<file path="config.mk">
export PLATFORM = sky130hd
export DESIGN_NAME = instr_fetch_unit
export DESIGN_NICKNAME = d
export VERILOG_FILES = /design/src/rtl/instr_fetch_unit.sv
export SDC_FILE = /design/constraint.sdc
export NUM_CORES = 1
export LEC_CHECK = 0
export CORE_MARGIN = 5
export CORE_UTILIZATION = 50
export DETAILED_ROUTE_END_ITERATION = 10
export PLACE_DENSITY = 0.82
export RECOVER_POWER = 100
export SLEW_MARGIN = 20
export SYNTH_ARGS = -nofsm -noshare
export SYNTH_HDL_FRONTEND = slang
export SYNTH_SLANG_ARGS = --single-unit
</file>
<file path="constraint.sdc">
create_clock -name clk -period 5.9 [get_ports clk]
set_input_delay 1.18 -clock clk [delete_from_list [all_inputs] [get_ports clk]]
set_output_delay 1.18 -clock clk [all_outputs]
set_load 0.01 [all_outputs]
</file>
<file path="src/rtl/instr_fetch_unit.sv">
// Instruction fetch stage: PC, Avalon-style word reads, instruction latch and
// branch-delay-slot redirect handling. Optional stall counter: IFETCH_STALL_COUNT_EN.
module instr_fetch_unit #(
    parameter logic [31:0] RESET_VECTOR = 32'hBFC00000,
    parameter logic [31:0] HALT_ADDR    = 32'h00000000
) (
    input  logic        clk,
    input  logic        reset,
    output logic [31:0] mem_address,
    output logic        mem_read,
    input  logic        mem_waitrequest,
    input  logic [31:0] mem_readdata,
    output logic [31:0] instr,
    output logic [5:0]  opcode,
    output logic [5:0]  funct,
    output logic [31:0] pc_out,
    output logic        instr_valid,
    input  logic        instr_ready,
    input  logic        redirect,
    input  logic [31:0] redirect_target,
`ifdef IFETCH_STALL_COUNT_EN
    output logic [31:0] stall_count,
`endif
    output logic        active
);

    typedef enum logic [1:0] {
        S_FETCH  = 2'd0,
        S_HOLD   = 2'd1,
        S_HALTED = 2'd2
    } state_t;

    state_t      state_q;
    logic [31:0] pc_q;
    logic [31:0] instr_q;
    logic [31:0] pc_out_q;
    logic        mem_read_q;
    logic        instr_valid_q;
    logic        active_q;
    logic        pending_q;
    logic [31:0] pending_target_q;
    logic        handshake_s;
    logic [31:0] next_pc_d;

    // Consume handshake and the PC that follows the consumed instruction.
    always_comb begin
        handshake_s = 1'b0;
        next_pc_d   = pc_q + 32'd4;
        if (state_q == S_HOLD) begin
            handshake_s = instr_valid_q & instr_ready;
        end else begin
            handshake_s = 1'b0;
        end
        if (pending_q) begin
            next_pc_d = pending_target_q;
        end else begin
            next_pc_d = pc_q + 32'd4;
        end
    end

    // Fetch FSM with registered bus and decode-side outputs.
    always_ff @(posedge clk) begin
        if (reset) begin
            state_q          <= S_FETCH;
            pc_q             <= RESET_VECTOR;
            instr_q          <= 32'd0;
            pc_out_q         <= 32'd0;
            mem_read_q       <= 1'b0;
            instr_valid_q    <= 1'b0;
            active_q         <= 1'b1;
            pending_q        <= 1'b0;
            pending_target_q <= 32'd0;
        end else begin
            case (state_q)
                S_FETCH: begin
                    if (mem_read_q && !mem_waitrequest) begin
                        instr_q       <= mem_readdata;
                        pc_out_q      <= pc_q;
                        mem_read_q    <= 1'b0;
                        instr_valid_q <= 1'b1;
                        state_q       <= S_HOLD;
                    end else begin
                        mem_read_q    <= 1'b1;
                    end
                end
                S_HOLD: begin
                    if (handshake_s) begin
                        instr_valid_q <= 1'b0;
                        // A redirect arriving in a delay slot loses to the pending target.
                        if (pending_q) begin
                            pending_q <= 1'b0;
                        end else if (redirect) begin
                            pending_q        <= 1'b1;
                            pending_target_q <= redirect_target;
                        end
                        if (next_pc_d == HALT_ADDR) begin
                            active_q   <= 1'b0;
                            mem_read_q <= 1'b0;
                            state_q    <= S_HALTED;
                        end else begin
                            pc_q       <= next_pc_d;
                            mem_read_q <= 1'b1;
                            state_q    <= S_FETCH;
                        end
                    end
                end
                S_HALTED: begin
                    mem_read_q    <= 1'b0;
                    instr_valid_q <= 1'b0;
                    active_q      <= 1'b0;
                end
                default: begin
                    mem_read_q    <= 1'b0;
                    instr_valid_q <= 1'b0;
                    active_q      <= 1'b0;
                    state_q       <= S_HALTED;
                end
            endcase
        end
    end

`ifdef IFETCH_STALL_COUNT_EN
    logic [31:0] stall_count_q;

    // Saturating count of request cycles stalled by waitrequest.
    always_ff @(posedge clk) begin
        if (reset) begin
            stall_count_q <= 32'd0;
        end else if (state_q != S_HALTED && mem_read_q && mem_waitrequest
                     && stall_count_q != 32'hFFFFFFFF) begin
            stall_count_q <= stall_count_q + 32'd1;
        end else begin
            stall_count_q <= stall_count_q;
        end
    end

    assign stall_count = stall_count_q;
`endif

    assign mem_address = {pc_q[31:2], 2'b00};
    assign mem_read    = mem_read_q;
    assign instr       = instr_q;
    assign opcode      = instr_q[31:26];
    assign funct       = instr_q[5:0];
    assign pc_out      = pc_out_q;
    assign instr_valid = instr_valid_q;
    assign active      = active_q;

endmodule

</file>
* Word-level counts from Yosys, hierarchy flattened
Index checks and enable logic that the tools add are counted. W data, S select, Z words.
Storage, ports and cells: register bits after elaboration 134, bits of input ports 69
Operators by class: add/sub/neg operators 1, equal/unequal tests 5, mux-type cells 18, bitwise operators 5, reduce and logical (&&, ||, !) cells 11
Operators with widths (number):
- $add A32 B3 Y32 const B | 1
- $logic_not A32 Y1 | 1
- $mux W32 | 1
- $mux W1 | 10
- $reduce_and A3 Y1 | 3
- $mux W2 | 3
- $pmux W1 S2 | 3
- $pmux W2 S3 | 1
- $reduce_and A2 Y1 | 3
- $ne A2 B2 Y1 const B | 2
- $not A1 Y1 | 4
- $reduce_and A4 Y1 | 1
- $eq A2 B1 Y1 const B | 1
- $eq A2 B2 Y1 const B | 1
- $logic_not A2 Y1 | 1
- $ne A2 B1 Y1 const B | 1
- $and A1 B1 Y1 | 1
- $logic_and A1 B1 Y1 | 1
- $logic_not A1 Y1 | 1

* Depth between registers and ports, before layout
word-level depth 6, depth in mapped cells 13

* Least setup slack after synthesis
No wires, ideal clock.
kind reg-to-reg, from reg pc_q[9], to reg pc_q[22], library setup time 124 ps, arrival time 3178 ps, data required time 5776 ps, slack 2598 ps, stages on the path, launching flop included 13, buffers on the path 3, clock period less this slack 3302 ps, path through dfxtp_1 > buf_2 > nand2_2 > or4_1 > buf_2 > o41a_1 > o32ai_2 > o2111ai_1 > nor3b_4 > a21oi_2 > buf_6 > a32o_1 > a2111o_1
On the way: word-level cells in the longest chain between the ends 5
Ends and longest elaborated chain:
- from (decl) | RTL line 34 | logic [31:0] pc_q;
- from (signal assigned) | RTL line 101 | pc_q <= next_pc_d;
- $add A32 B3 Y32 * | RTL line 57 | next_pc_d = pc_q + 32'd4;
- $mux W32 * | RTL line 54 | if (pending_q) begin
- $logic_not A32 Y1 | RTL line 96 | if (next_pc_d == HALT_ADDR) begin
- $not A1 Y1 (no source line)
- $reduce_and A3 Y1 (no source line)
Every way passes the cells marked *; elsewhere a longest branch is shown, timed or not. A chain may end at the register's enable or synchronous reset.

* Worst setup path in the final report
from reg pc_q[7], to reg pc_q[4]
On the way: word-level cells in the longest chain between the ends 5
Ends and longest elaborated chain (RTL line):
- $add A32 B3 Y32 | 57
- $mux W32 | 54
- $logic_not A32 Y1 | 96
- $not A1 Y1 (no source line)
- $reduce_and A3 Y1 (no source line)
No other way between the ends.

==> flow_metrics.py <==
metrics = {
    "outcome": {
        "outcome": "finished with violations",
        "violations": "max-capacitance violations, max-slew violations",
    },
    "sta": {
        "slew_viol_final": 151,
        "hold_viol": 0,
        "finalClockSkew_ns": 0.0138,
        "tns_ns": 0,
        "fin_crit_ns": 4.72,
        "worstMarginPinSlew_ns": 2.89,
        "grt_setup_unrepaired": "false",
        "fin_crit_sh_pct": 79.9,
        "slew_headroom_pct": -92.6,
        "setup_viol": 0,
        "max_freq_mhz": 212,
    },
    "synthesis": {
        "synth_area_leader_cell": "dfxtp_1",
        "synth_edf_count": 0,
        "syn_area_mm2": 0.00649,
        "synth_most_common_cell": "nand2_1",
        "ys_top_cells_by_area": "dfxtp_1 41%, nand2_1 13%, a21oi_1 8.9%",
        "synth-seq-area-share_pct": 41.4,
        "synthFlopType": "dfxtp_1",
        "syn-instance-count": 857,
        "syn_area_per_cell_um2": 7.57,
        "netlist_top_cells_count": "227 x nand2_1, 134 x dfxtp_1, 115 x a21oi_1",
        "ys_seq_elements": 134,
        "yosysTopAreaCellShare_pct": 41.4,
        "async_flop_share_pct": 0,
        "yosysWarnings": 0,
        "yosysUniqueCellTypes": 61,
    },
    "power": {
        "vdd_drop_max_mv": 0.138,
        "power_frac_clock_pct": 48.4,
        "internal_power_w": 0.00175,
        "power_frac_seq_pct": 42.0,
        "swShare_pct": 23.2,
        "power.combinational.fraction_pct": 9.6,
        "leakage_nw": 3.13,
        "switchingPower_w": 0.000531,
        "p_per_area_mw_per_mm2": 267,
    },
    "min_path": {
        "whs_path_depth": 2,
        "hold_path_class": "flip-flop to flip-flop",
        "hold_end": "active$_SDFFE_PP1P_",
        "hp-start": "active$_SDFFE_PP1P_",
    },
    "clocking": {
        "cts_hold_buffers": 0,
        "clk_pin_slew_ns": 0.06,
        "clk_path_buf_depth": 2,
        "cts_tree": "built",
        "clkLatencyLatePin_ns": 0.43,
        "cts.repair.resized": 0,
        "htreeDepth": 4,
        "clkSinkCount": 134,
        "cts_made_buffers": 17,
        "root_buffer": "clkbuf_16",
        "cts_setup_buffers": 0,
    },
    "final_layout": {
        "post-route-util_pct": 67.6,
        "regArea_mm2": 0.00268,
        "drive_above_1_share_pct": 5.48,
        "fill_cells": 1079,
        "multi_input_area_mm2": 0.00318,
        "syn2layout_area_growth_pct": 32.1,
        "nets": 1024,
    },
    "routing": {
        "drc": 0,
        "dr.pass1.iters": 5,
        "wl_per_cell_um": 16.9,
        "drtIter0Drc": 755,
        "vias": 6457,
        "vias_per_cell": 5.66,
        "drt.antenna.violating_nets": 0,
        "routed_wl_um": 19300,
    },
    "worst_setup_path": {
        "reg2reg_depth": 11,
        "required_ns": 6.22,
        "crit_type": "flip-flop to flip-flop",
        "arrival_ns": 5.04,
        "worst_setup_path_start_kind": "flip-flop",
        "reg2reg_slack_ns": 1.18,
        "end_kind": "flip-flop",
        "worstPathMaxFanout": 32,
        "rr_startpoint": "pc_q[7]$_SDFFE_PP0P_",
        "worstReg2RegEnd": "pc_q[4]$_SDFFE_PP0P_",
    },
    "global_route": {
        "grt.overflow.total": 0,
        "grtUsageTotal_pct": 24.3,
        "grt_pass1_vias": 5816,
        "grt_max_degree": 82,
        "antenna_found_initial": 0,
        "grt_pass1_wl_um": 29300,
    },
    "floorplan": {
        "die_h_um": 124,
        "rows": 41,
        "design.portCount": 180,
        "fp.coreArea_mm2": 0.0127,
        "die-area_mm2": 0.0154,
        "die-width_um": 124,
        "start_util_pct": 51.2,
    },
    "place": {
        "port-buffer-count": 177,
        "dp_hpwl_um": 13400,
        "finalWeightedCongestion": 0.965,
    },
    "run": {
        "drv_cap": 3,
    },
}
[cell type report]
cell class                 instances  share of cell area (%)
clock buffer                      22                    5.65
sequential                       134                    31.3
inverter                          11                   0.482
tap                              172                    2.51
multi-input combinational        605                    37.1
antenna                            1                  0.0292
timing repair buffer             185                    21.3
clock inverter                    10                    1.66
[power by group through the flow]
stage          sequential, W  clock [W]  combinational [W]
2_1_floorplan       0.000976          0           0.000117
3_3_place_gp        0.000978          0           0.000226
3_5_place_dp        0.000980          0           0.000228
4_1_cts             0.000960    0.00112           0.000230
5_1_grt             0.000963    0.00116           0.000240
6_report            0.000959    0.00111           0.000220
[critical path, stage by stage (launching register included)]
cell and delay, ns:
dfxtp_1 0.46, nand4_1 0.12, buf_4 0.22, or4_1 0.72, nor4_1 0.40, xnor2_1 0.09, o21ai_0 0.23, nor3_1 0.18
a21oi_2 1.32, buf_4 0.42, o21ai_0 0.13, a32o_1 0.29
[sequential cells by signal (all words and copies together) (netlist names)]
register and flops:
state_q 2, pending_q 1, pc_out 32, instr 32, mem_read 1, pending_target_q 32, pc_q 32, instr_valid 1
active 1
[kinds of logic after synthesis]
kind of cell               after synthesis  share of synthesized area (%)
and+or+nand+nor                        382                           26.9
buffers and inverters                  119                           9.63
xor gates and xnor gates                11                           1.49
DFF                                    134                           41.4
other                                    1                         0.0578
adders and majority gates                1                          0.193
AOI/OAI and AO/OA                      192                           17.8
muxes                                   17                           2.64
[cells in the final DEF, fill, tap and decap left out, types with 6 or more instances in the layout]
master,netlist,final
nand2_1,227,227
dfxtp_1,134,133
a21oi_1,115,115
dlygate4sd3_1,0,111
clkdlybuf4s50_1,0,65
nor2_1,35,35
nand3_1,24,24
o21ai_0,21,21
nor3_1,19,20
clkbuf_16,0,17
nor4_1,17,16
mux2i_1,16,16
nand4_1,11,11
inv_1,11,11
nand2b_1,9,9
or4_1,7,7
a32o_1,7,7
buf_4,44,7
nor4b_1,6,6
xor2_1,6,6
a31oi_1,6,6
[per-stage QoR]
step / hold slack [ns] / std cells / setup slack (ns) / power [W] / instance area (um2)
2_1_floorplan: 0.431 / 858 / 2.60 / 0.00109 / 6490
3_3_place_gp: 0.432 / 1107 / 1.90 / 0.00120 / 7970
3_5_place_dp: 0.439 / 1107 / 1.84 / 0.00121 / 7970
4_1_cts: 0.447 / 1139 / 1.77 / 0.00231 / 8590
5_1_grt: 0.468 / 1139 / 0.904 / 0.00236 / 8570
6_report: 0.442 / 1140 / 1.18 / 0.00229 / 8570
[layer usage]
layer	wire length [um]	global-route usage, %	vias to the layer above
met3	2000	7.31	38
met5	0	0	-
met4	492	9.24	0
li1	-	-	3123
met2	9170	39.8	309
met1	7610	30.1	2987
[worst max-delay path by stage]
stage                               startpoint                     to  slack (ns)  depth (start not counted)
after floorplan           pc_q[9]$_SDFFE_PP0P_  pc_q[22]$_SDFFE_PP1P_        2.60                         12
after global placement    pc_q[7]$_SDFFE_PP0P_  pc_q[15]$_SDFFE_PP0P_        1.90                         11
after detailed placement  pc_q[4]$_SDFFE_PP0P_  pc_q[22]$_SDFFE_PP1P_        1.84                          9
after CTS                 pc_q[4]$_SDFFE_PP0P_  pc_q[22]$_SDFFE_PP1P_        1.77                          9
after global routing      pc_q[7]$_SDFFE_PP0P_  pc_q[17]$_SDFFE_PP0P_        0.90                         11
final                     pc_q[7]$_SDFFE_PP0P_   pc_q[4]$_SDFFE_PP0P_        1.18                         11
Note: power is estimated with default switching activity, not from simulation.
